File: src/rtl/deserializer_stream_pkg.sv
// Shared types and elaboration helpers for the stream deserializer.
package deserializer_pkg;

    typedef enum logic {ACCUM, FULL} state_t;

    function automatic int seg_count_w(input int num_seg);
        return $clog2(num_seg + 1);
    endfunction

    // Output width must be a whole number (>= 2) of input segments.
    function automatic bit ratio_ok(input int in_w, input int out_w);
        return (in_w > 0) && (out_w % in_w == 0) && (out_w / in_w >= 2);
    endfunction

endpackage

File: src/rtl/deserializer_stream_if.sv
// Producer-side and consumer-side handshake bundle of the stream deserializer.
interface deserializer_stream_if
    import deserializer_pkg::*;
#(
    parameter int in_bit_width  = 32,
    parameter int out_bit_width = 512
);
    localparam int NUM_SEG = out_bit_width / in_bit_width;
    localparam int CW      = seg_count_w(NUM_SEG);

    logic                     in_valid;
    logic                     in_ready;
    logic [in_bit_width-1:0]  data_in;
    logic                     flush;
    logic                     out_valid;
    logic                     out_ready;
    logic [out_bit_width-1:0] data_out;
    logic [CW-1:0]            out_count;

    modport slave (
        input  in_valid, data_in, flush, out_ready,
        output in_ready, out_valid, data_out, out_count
    );

    modport master (
        output in_valid, data_in, flush, out_ready,
        input  in_ready, out_valid, data_out, out_count
    );

endinterface

File: src/rtl/deserializer_stream.sv
// Packs in_bit_width segments into out_bit_width words with valid/ready on both
// sides, selectable segment order and flush of a partial word.
module deserializer_stream
    import deserializer_pkg::*;
#(
    parameter int in_bit_width  = 32,
    parameter int out_bit_width = 512
) (
    input  logic clk,
    input  logic reset,
    input  logic msb_first,
    output logic busy,
    deserializer_stream_if.slave bus
);

    localparam int NUM_SEG = out_bit_width / in_bit_width;
    localparam int CW      = seg_count_w(NUM_SEG);
    localparam int PW      = $clog2(NUM_SEG);

    generate
        if (!ratio_ok(in_bit_width, out_bit_width)) begin : g_ratio_err
            $error("deserializer_stream: out_bit_width must be a multiple >= 2 of in_bit_width");
        end
    endgenerate

    state_t                   state_reg;
    logic [CW-1:0]            count_reg;
    logic [out_bit_width-1:0] acc_reg;
    logic                     out_valid_reg;
    logic [out_bit_width-1:0] data_out_reg;
    logic [CW-1:0]            out_count_reg;
    logic                     flush_pend_reg;

    logic                     in_ready;
    logic                     accept;
    logic                     slot_free;
    logic                     last_seg;
    logic                     flush_req;
    logic [PW-1:0]            pos;
    logic [CW-1:0]            count_next;
    logic [out_bit_width-1:0] acc_next;

    assign in_ready   = (state_reg == ACCUM);
    assign accept     = bus.in_valid && in_ready;
    assign slot_free  = !out_valid_reg || bus.out_ready;
    assign count_next = count_reg + CW'(accept);
    assign last_seg   = accept && (count_reg == CW'(NUM_SEG - 1));
    assign flush_req  = bus.flush || flush_pend_reg;
    assign pos        = msb_first ? (PW'(NUM_SEG - 1) - count_reg[PW-1:0])
                                  : count_reg[PW-1:0];

    // Accumulator with the incoming segment merged at its slot; equals acc_reg
    // when nothing is accepted, so it is safe to load unconditionally.
    generate
        for (genvar gi = 0; gi < NUM_SEG; gi++) begin : g_seg
            assign acc_next[gi*in_bit_width +: in_bit_width] =
                (accept && (pos == PW'(gi))) ? bus.data_in
                                             : acc_reg[gi*in_bit_width +: in_bit_width];
        end
    endgenerate

    always_ff @(posedge clk or negedge reset) begin
        if (!reset) begin
            state_reg      <= ACCUM;
            count_reg      <= '0;
            acc_reg        <= '0;
            out_valid_reg  <= 1'b0;
            data_out_reg   <= '0;
            out_count_reg  <= '0;
            flush_pend_reg <= 1'b0;
        end else begin
            // A consumed word drops out_valid unless a new word loads below.
            if (out_valid_reg && bus.out_ready)
                out_valid_reg <= 1'b0;

            case (state_reg)
                ACCUM: begin
                    if (last_seg) begin
                        if (slot_free) begin
                            out_valid_reg  <= 1'b1;
                            data_out_reg   <= acc_next;
                            out_count_reg  <= CW'(NUM_SEG);
                            count_reg      <= '0;
                            acc_reg        <= '0;
                            flush_pend_reg <= 1'b0;
                        end else begin
                            acc_reg        <= acc_next;
                            count_reg      <= count_next;
                            flush_pend_reg <= flush_req;
                            state_reg      <= FULL;
                        end
                    end else if (flush_req) begin
                        if (count_next == '0) begin
                            flush_pend_reg <= 1'b0;
                        end else if (slot_free) begin
                            out_valid_reg  <= 1'b1;
                            data_out_reg   <= acc_next;
                            out_count_reg  <= count_next;
                            count_reg      <= '0;
                            acc_reg        <= '0;
                            flush_pend_reg <= 1'b0;
                        end else begin
                            acc_reg        <= acc_next;
                            count_reg      <= count_next;
                            flush_pend_reg <= 1'b1;
                        end
                    end else begin
                        acc_reg   <= acc_next;
                        count_reg <= count_next;
                    end
                end

                FULL: begin
                    // Nothing remains after the full word leaves, so a held flush dies here.
                    if (slot_free) begin
                        out_valid_reg  <= 1'b1;
                        data_out_reg   <= acc_reg;
                        out_count_reg  <= CW'(NUM_SEG);
                        count_reg      <= '0;
                        acc_reg        <= '0;
                        flush_pend_reg <= 1'b0;
                        state_reg      <= ACCUM;
                    end else begin
                        flush_pend_reg <= flush_req;
                    end
                end

                default: state_reg <= ACCUM;
            endcase
        end
    end

    assign bus.in_ready  = in_ready;
    assign bus.out_valid = out_valid_reg;
    assign bus.data_out  = data_out_reg;
    assign bus.out_count = out_count_reg;
    assign busy          = (count_reg != '0) || (state_reg == FULL) || out_valid_reg;

endmodule

File: src/flat_wrapper.sv
// flat-port wrapper written by rule: the top's interface ports become plain ports
module deserializer_stream_flat import deserializer_pkg::*;
#(
    parameter int in_bit_width  = 32,
    parameter int out_bit_width = 512
)
  (clk, reset, msb_first, busy, bus_in_valid, bus_data_in, bus_flush, bus_out_ready, bus_in_ready, bus_out_valid, bus_data_out, bus_out_count);
  deserializer_stream_if #(.in_bit_width(in_bit_width), .out_bit_width(out_bit_width)) bus_i ();
  input  logic clk;
  input  logic reset;
  input  logic msb_first;
  output logic busy;
  input wire logic [$bits(bus_i.in_valid)-1:0] bus_in_valid;
  input wire logic [$bits(bus_i.data_in)-1:0] bus_data_in;
  input wire logic [$bits(bus_i.flush)-1:0] bus_flush;
  input wire logic [$bits(bus_i.out_ready)-1:0] bus_out_ready;
  output wire logic [$bits(bus_i.in_ready)-1:0] bus_in_ready;
  output wire logic [$bits(bus_i.out_valid)-1:0] bus_out_valid;
  output wire logic [$bits(bus_i.data_out)-1:0] bus_data_out;
  output wire logic [$bits(bus_i.out_count)-1:0] bus_out_count;
  assign bus_i.in_valid = bus_in_valid;
  assign bus_i.data_in = bus_data_in;
  assign bus_i.flush = bus_flush;
  assign bus_i.out_ready = bus_out_ready;
  assign bus_in_ready = bus_i.in_ready;
  assign bus_out_valid = bus_i.out_valid;
  assign bus_data_out = bus_i.data_out;
  assign bus_out_count = bus_i.out_count;
  deserializer_stream #(.in_bit_width(in_bit_width), .out_bit_width(out_bit_width)) u_core (.clk(clk), .reset(reset), .msb_first(msb_first), .busy(busy), .bus(bus_i));
endmodule
File: config.mk
export PLATFORM = sky130hd
export DESIGN_NAME = deserializer_stream_flat
export DESIGN_NICKNAME = d
export VERILOG_FILES = /design/src/rtl/deserializer_stream_pkg.sv /design/src/rtl/deserializer_stream_if.sv /design/src/rtl/deserializer_stream.sv /design/src/flat_wrapper.sv
export SDC_FILE = /design/constraint.sdc
export NUM_CORES = 2
export LEC_CHECK = 0
export BUFFER_PORTS_ARGS = -buffer_cell sky130_fd_sc_hd__buf_4
export CAP_MARGIN = 20
export CELL_PAD_IN_SITES_DETAIL_PLACEMENT = 0
export CELL_PAD_IN_SITES_GLOBAL_PLACEMENT = 1
export CORE_UTILIZATION = 41
export CTS_BUF_LIST = sky130_fd_sc_hd__clkbuf_8
export DETAILED_ROUTE_END_ITERATION = 7
export GPL_TIMING_DRIVEN = 0
export PLACE_DENSITY = 0.77
export SETUP_SLACK_MARGIN = 0.4
export SKIP_LAST_GASP = 1
export SYNTH_ARGS = -nofsm -noshare
export SYNTH_HDL_FRONTEND = slang
export SYNTH_SLANG_ARGS = --single-unit
File: constraint.sdc
create_clock -name clk -period 3.6 [get_ports clk]
set_input_delay 0.18 -clock clk [delete_from_list [all_inputs] [get_ports clk]]
set_output_delay 0.18 -clock clk [all_outputs]
set_load 0.05 [all_outputs]
Word level (Yosys, flattened, before mapping):

Cells that the tools add are included.

* word-level logic and storage cells: 116
* bits of input ports: 38
* output and inout port bits: 520
* flip-flop bits (word level): 1037

* bitwise gates (word level): 1
* eq/ne operators: 21
* add/subtract/negate cells: 2
* mux-type cells: 55
* reduce and logical (&&, ||, !) cells: 30

Operator list (count)
* two-way mux 512 bit: 10
* one-hot mux 512 bit (2 select lines): 2
* two-way mux 32 bit: 16
* two-way mux 5 bit: 10
* == test 4 bit, second input constant: 8
* one-hot mux 5 bit (2 select lines): 2
* logical AND 1 bit: 19
* == test 4 x 3 -> 1 bit, second input constant: 4
* two-way mux 1 bit: 11
* inequality test 3 bit, second input constant: 3
* == test 4 x 2 -> 1 bit, second input constant: 2
* one-hot mux 1 bit (2 select lines): 3
* AND reduction 3 bit: 2
* adder 5 x 1 -> 5 bit: 1
* == test 5 x 4 -> 1 bit, second input constant: 1
* zero test 5 bit: 1
* nonzero test 5 bit: 1
* == test 4 x 1 -> 1 bit, second input constant: 1
* zero test 4 bit: 1
* logical OR 1 bit: 4
* two-way mux 4 bit: 1
* inequality test 4 bit, second input constant: 1
* subtractor 4 bit, first input constant: 1
* inequality test 2 bit, second input constant: 1
* 3 further kinds: 3

Logic depth before layout (Yosys ltp):

* depth in word-level cells: 10
* gate-level depth with buffers: 14
* depth with buffers taken out: 8

Least setup slack after synthesis:

Ideal clock, no wire load.

* kind: register to register
* start point: reg u_core.state_reg
* end point: reg u_core.data_out_reg[402] (netlist: u_core.bus.data_out[402])
* setup time: 0.125 ns
* required time: 3.475 ns
* data arrival time: 3.086 ns
* cell stages (with the launch flop): 15
* setup slack: 0.389 ns
* path through: dfrtp_1 -> buf_4 -> nand2b_1 -> inv_1 -> buf_2 -> ha_1 -> and4_1 -> buf_4 -> mux2i_1 -> a22oi_2 -> a21oi_1 -> buf_2 -> buf_2 -> buf_2 -> mux2_2

* longest elaborated chain between the ends: 9
* elaborated cells on any way between the ends: 16
* classes of those cells: 1 x add/sub; 3 x eq/ne; 6 x mux; 1 x bitwise; 5 x reduce/logical

RTL lines
* start, declared: line deserializer_stream.sv:26 `state_t state_reg;`
* start signal, assigned: line deserializer_stream.sv:64 `state_reg <= ACCUM;`
* start signal, assigned: line deserializer_stream.sv:90 `state_reg <= FULL;`
* start signal, assigned: line deserializer_stream.sv:122 `state_reg <= ACCUM;`
* branches (longest 9 deep; another with adder 5 x 1 -> 5 bit)
* end signal, assigned: line deserializer_stream.sv:81 `data_out_reg <= acc_next;`
* end signal, assigned: line deserializer_stream.sv:97 `data_out_reg <= acc_next;`
* end signal, assigned: line deserializer_stream.sv:117 `data_out_reg <= acc_reg;`
* end, declared: line deserializer_stream.sv:30 `logic [out_bit_width-1:0] data_out_reg;`

Several ways; the timed one is not identified. The select of a mux whose other input is x is not followed.
A chain may end at the register's enable or synchronous reset.

Worst setup path after layout:

* start point: reg u_core.state_reg
* end point: reg u_core.data_out_reg[3] (netlist: u_core.bus.data_out[3])

Same word-level chain as after synthesis.

==> impl_metrics.yaml <==
cells_and_area:
  finalNetCount: 4200
  final_util_pct: 51.0
  synthToLayoutAreaGrowth_pct: 23.3
  multiInputGateArea_sq_um: 18400
  finalInstanceArea_sq_um: 56500
  layout-drive-gt1-share_pct: 41.4
  fillCellCount: 9815
  final-seq-area_sq_um: 25900
  final_cells: 5774
setup_path:
  endpoint_kind: "register"
  critPathMostFrequentCell: "buf_4"
  r2r_start: "u_core.state_reg"
  cp_max_fo: 10
  reg2reg_slack_ns: 0.49
  timing.rr.end: "u_core.bus.data_out[3]"
  cp_data_required_time_ns: 4.32
  start_kind: "register"
  crit_path_max_incr_delay_ns: 0.38
  path_cells: "buf_4, nand2b_4, inv_2, buf_8, ha_4, and4_1, buf_6, mux2i_4, a22oi_2, a21oi_4, buf_4, buf_12, buf_4, buf_6, mux2_2"
  arrival_ns: 3.83
  worst_path_max_delay_cell: "dfrtp_1"
  rr_worst_depth: 15
  crit_type: "register to register"
sta:
  tns_ns: 0
  skew_ns: 0.0461
  slew_headroom_pct: 15.5
  holdWs_ns: 0.121
  fmax_mhz: 322
  hold_viol_final: 0
  worst_pin_slew_ns: 1.27
  rsz0062_at_grt: "true"
  fin_crit_sh_pct: 86.3
  min_period_ns: 3.11
  finalMaxSlewViolations: 0
  finalSetupViolCount: 0
  setup_ws_ns: 0.492
place:
  port_buffers: 526
  place_ws_ns: -1.05
  routabilityCongestion: 0.895
  place_inst: 5442
  postPlaceCellArea_sq_um: 51900
  dp_hpwl_um: 120000
synthesis:
  syn_area_per_cell_sq_um: 13.4
  yosysWarnings: 0
  syn-num-nets: 3456
  synth_edf_count: 0
  synth_ff_type: "dfrtp_1"
  syn_inst: 3416
  seq_area_frac_synth_pct: 56.6
  synthArstFlopShare_pct: 100
  yosysUniqueCellTypes: 60
  ys_seq_elements: 1037
  netlist_area_sq_um: 45800
hold_path:
  min_to: "u_core.bus.data_out[237]"
  hp-class: "primary input to register"
  whs_path_depth: 3
  worstHoldStart: "bus_data_in[13]"
routing:
  via_per_inst: 5.74
  routed_wl_um: 170000
  drt-initial-drc-count: 2763
  vias: 33100
  dr.pass1.iters: 7
  drcViolationCount: 0
  routedWlPerCell_um: 29.4
  postRouteAntennaNets: 0
floorplanning:
  core_sq_um: 111000
  placementRows: 122
  die_h_um: 336
  io_pins: 558
  die_x_um: 336
  dieArea_sq_um: 113000
  initial_core_util_pct: 41.4
clock_tree:
  clockBufferDepth: 3
  clkLatencyLatePin_ns: 0.87
  cts_tree: "done"
  clk_pin_slew_ns: 0.07
  cts_buffers: 176
  root_buffer: "clkbuf_8"
  cts_max_level: 4
  clock-sinks: 1037
grt:
  busiest_layer: "met2"
  grt_util_met1_pct: 40.1
  antenna_found_initial: 7
  grt_overflow: 0
  grt_usage_pct: 29.6
  grt_pass1_vias: 33400
  use_met2_pct: 46.6
  grt_first_pass_wirelength_um: 241000
  grt_max_degree: 176
  grtUsageMet3_pct: 6.19
power_and_ir_drop:
  power_density_nw_per_um2: 823
  p_leak_nw: 28.4
  power.total_mw: 46.5
  ir_worst_vdd_v: 0.000494
status:
  status: "complete, no violations"
run:
  maxCapViolations: 0
[kinds of logic (layout without fill, tap and decap cells)]
kind of cell | Yosys count | after routing | share of synthesized area, %
compound gates | 759 | 759 | 13.7
xor+xnor | 4 | 4 | 0.0764
fa+ha+maj | 2 | 2 | 0.0546
buf+inv | 392 | 1256 | 3.78
flops | 1037 | 1037 | 56.6
mux | 926 | 926 | 22.7
other cells | 0 | 6 | 0
simple gates | 296 | 296 | 3.13
[report_power, final]
| group | internal, mW | switching, mW |
|---|---|---|
| Sequential | 13.9 | 1.76 |
| Combinational | 7.34 | 13.2 |
| Clock | 5.34 | 5.01 |
| Total | 26.6 | 19.9 |
[synth_stat cells, types with 18 or more instances]
master / n / share of area, %
dfrtp_1: 1037 / 57
mux2_2: 751 / 18
o2bb2ai_1: 413 / 7.9
clkbuf_1: 197 / 1.6
mux2_1: 157 / 3.9
buf_2: 144 / 1.6
nand2_1: 143 / 1.2
a22o_1: 90 / 1.7
o21ai_0: 68 / 0.74
a32o_1: 51 / 1.1
nor2_1: 48 / 0.39
a21oi_1: 42 / 0.46
a21o_1: 36 / 0.59
nand2b_1: 32 / 0.44
inv_1: 24 / 0.20
buf_4: 21 / 0.34
mux2i_1: 18 / 0.39
[layout make-up]
class | instances | area share, %
clock buffers | 210 | 5.11
repair buffers | 566 | 8.22
multi-input cells | 1987 | 32.5
diodes | 6 | 0.0266
inverters | 24 | 0.159
flip-flops and latches | 1037 | 45.9
plain buffers | 368 | 3.94
clock inverters | 88 | 0.817
well taps | 1488 | 3.29
[routing by layer]
| metal | vias up | routed length, um |
|---|---|---|
| met2 | 1348 | 79500 |
| met4 | 0 | 6780 |
| met3 | 298 | 11700 |
| met5 | - | 0 |
| li1 | 14200 | - |
| met1 | 17300 | 71900 |
[critical path, delay by kind of cell, from the launching register on]
| kind | cells | cell delay, ns |
|---|---|---|
| simple gates | 2 | 0.36 |
| compound gates | 2 | 0.31 |
| flops | 1 | 0.38 |
| buf+inv | 8 | 1.14 |
| fa+ha+maj | 1 | 0.14 |
| mux | 2 | 0.61 |
[timing repair]
action | CTS | global route
endpoints found under the hold margin | 463 | 0
gates cloned | 4 | 4
endpoints found under the setup margin | 1034 | 1076
gates resized for setup | 176 | 73
pin swaps | 2 | 1
hold buffers | 8 | 0
buffers inserted | 8 | 3
[how the worst max path moves through the flow]
stage | from | to | cells after the start
after floorplan | u_core.state_reg | u_core.bus.data_out[402] | 14
after global placement | reset | u_core.bus.data_out[328] | 1
after detailed placement | u_core.state_reg | u_core.bus.data_out[392] | 14
after CTS | u_core.state_reg | u_core.bus.data_out[65] | 15
after global routing | u_core.state_reg | u_core.acc_reg[461] | 14
final | u_core.state_reg | u_core.bus.data_out[3] | 15
[cell usage in the layout, fill, tap and decap left out, types with 41 or more instances in the layout]
| cell type | n |
|---|---|
| clkbuf_1 | 179 |
| a32o_1 | 51 |
| o21ai_0 | 67 |
| a21oi_1 | 41 |
| mux2_1 | 157 |
| clkbuf_8 | 210 |
| inv_1 | 89 |
| nor2_1 | 47 |
| o2bb2ai_1 | 413 |
| nand2_1 | 142 |
| dfrtp_1 | 1037 |
| mux2_2 | 751 |
| buf_4 | 561 |
| buf_2 | 79 |
| a22o_1 | 90 |
(Power assumes the default switching activity.)
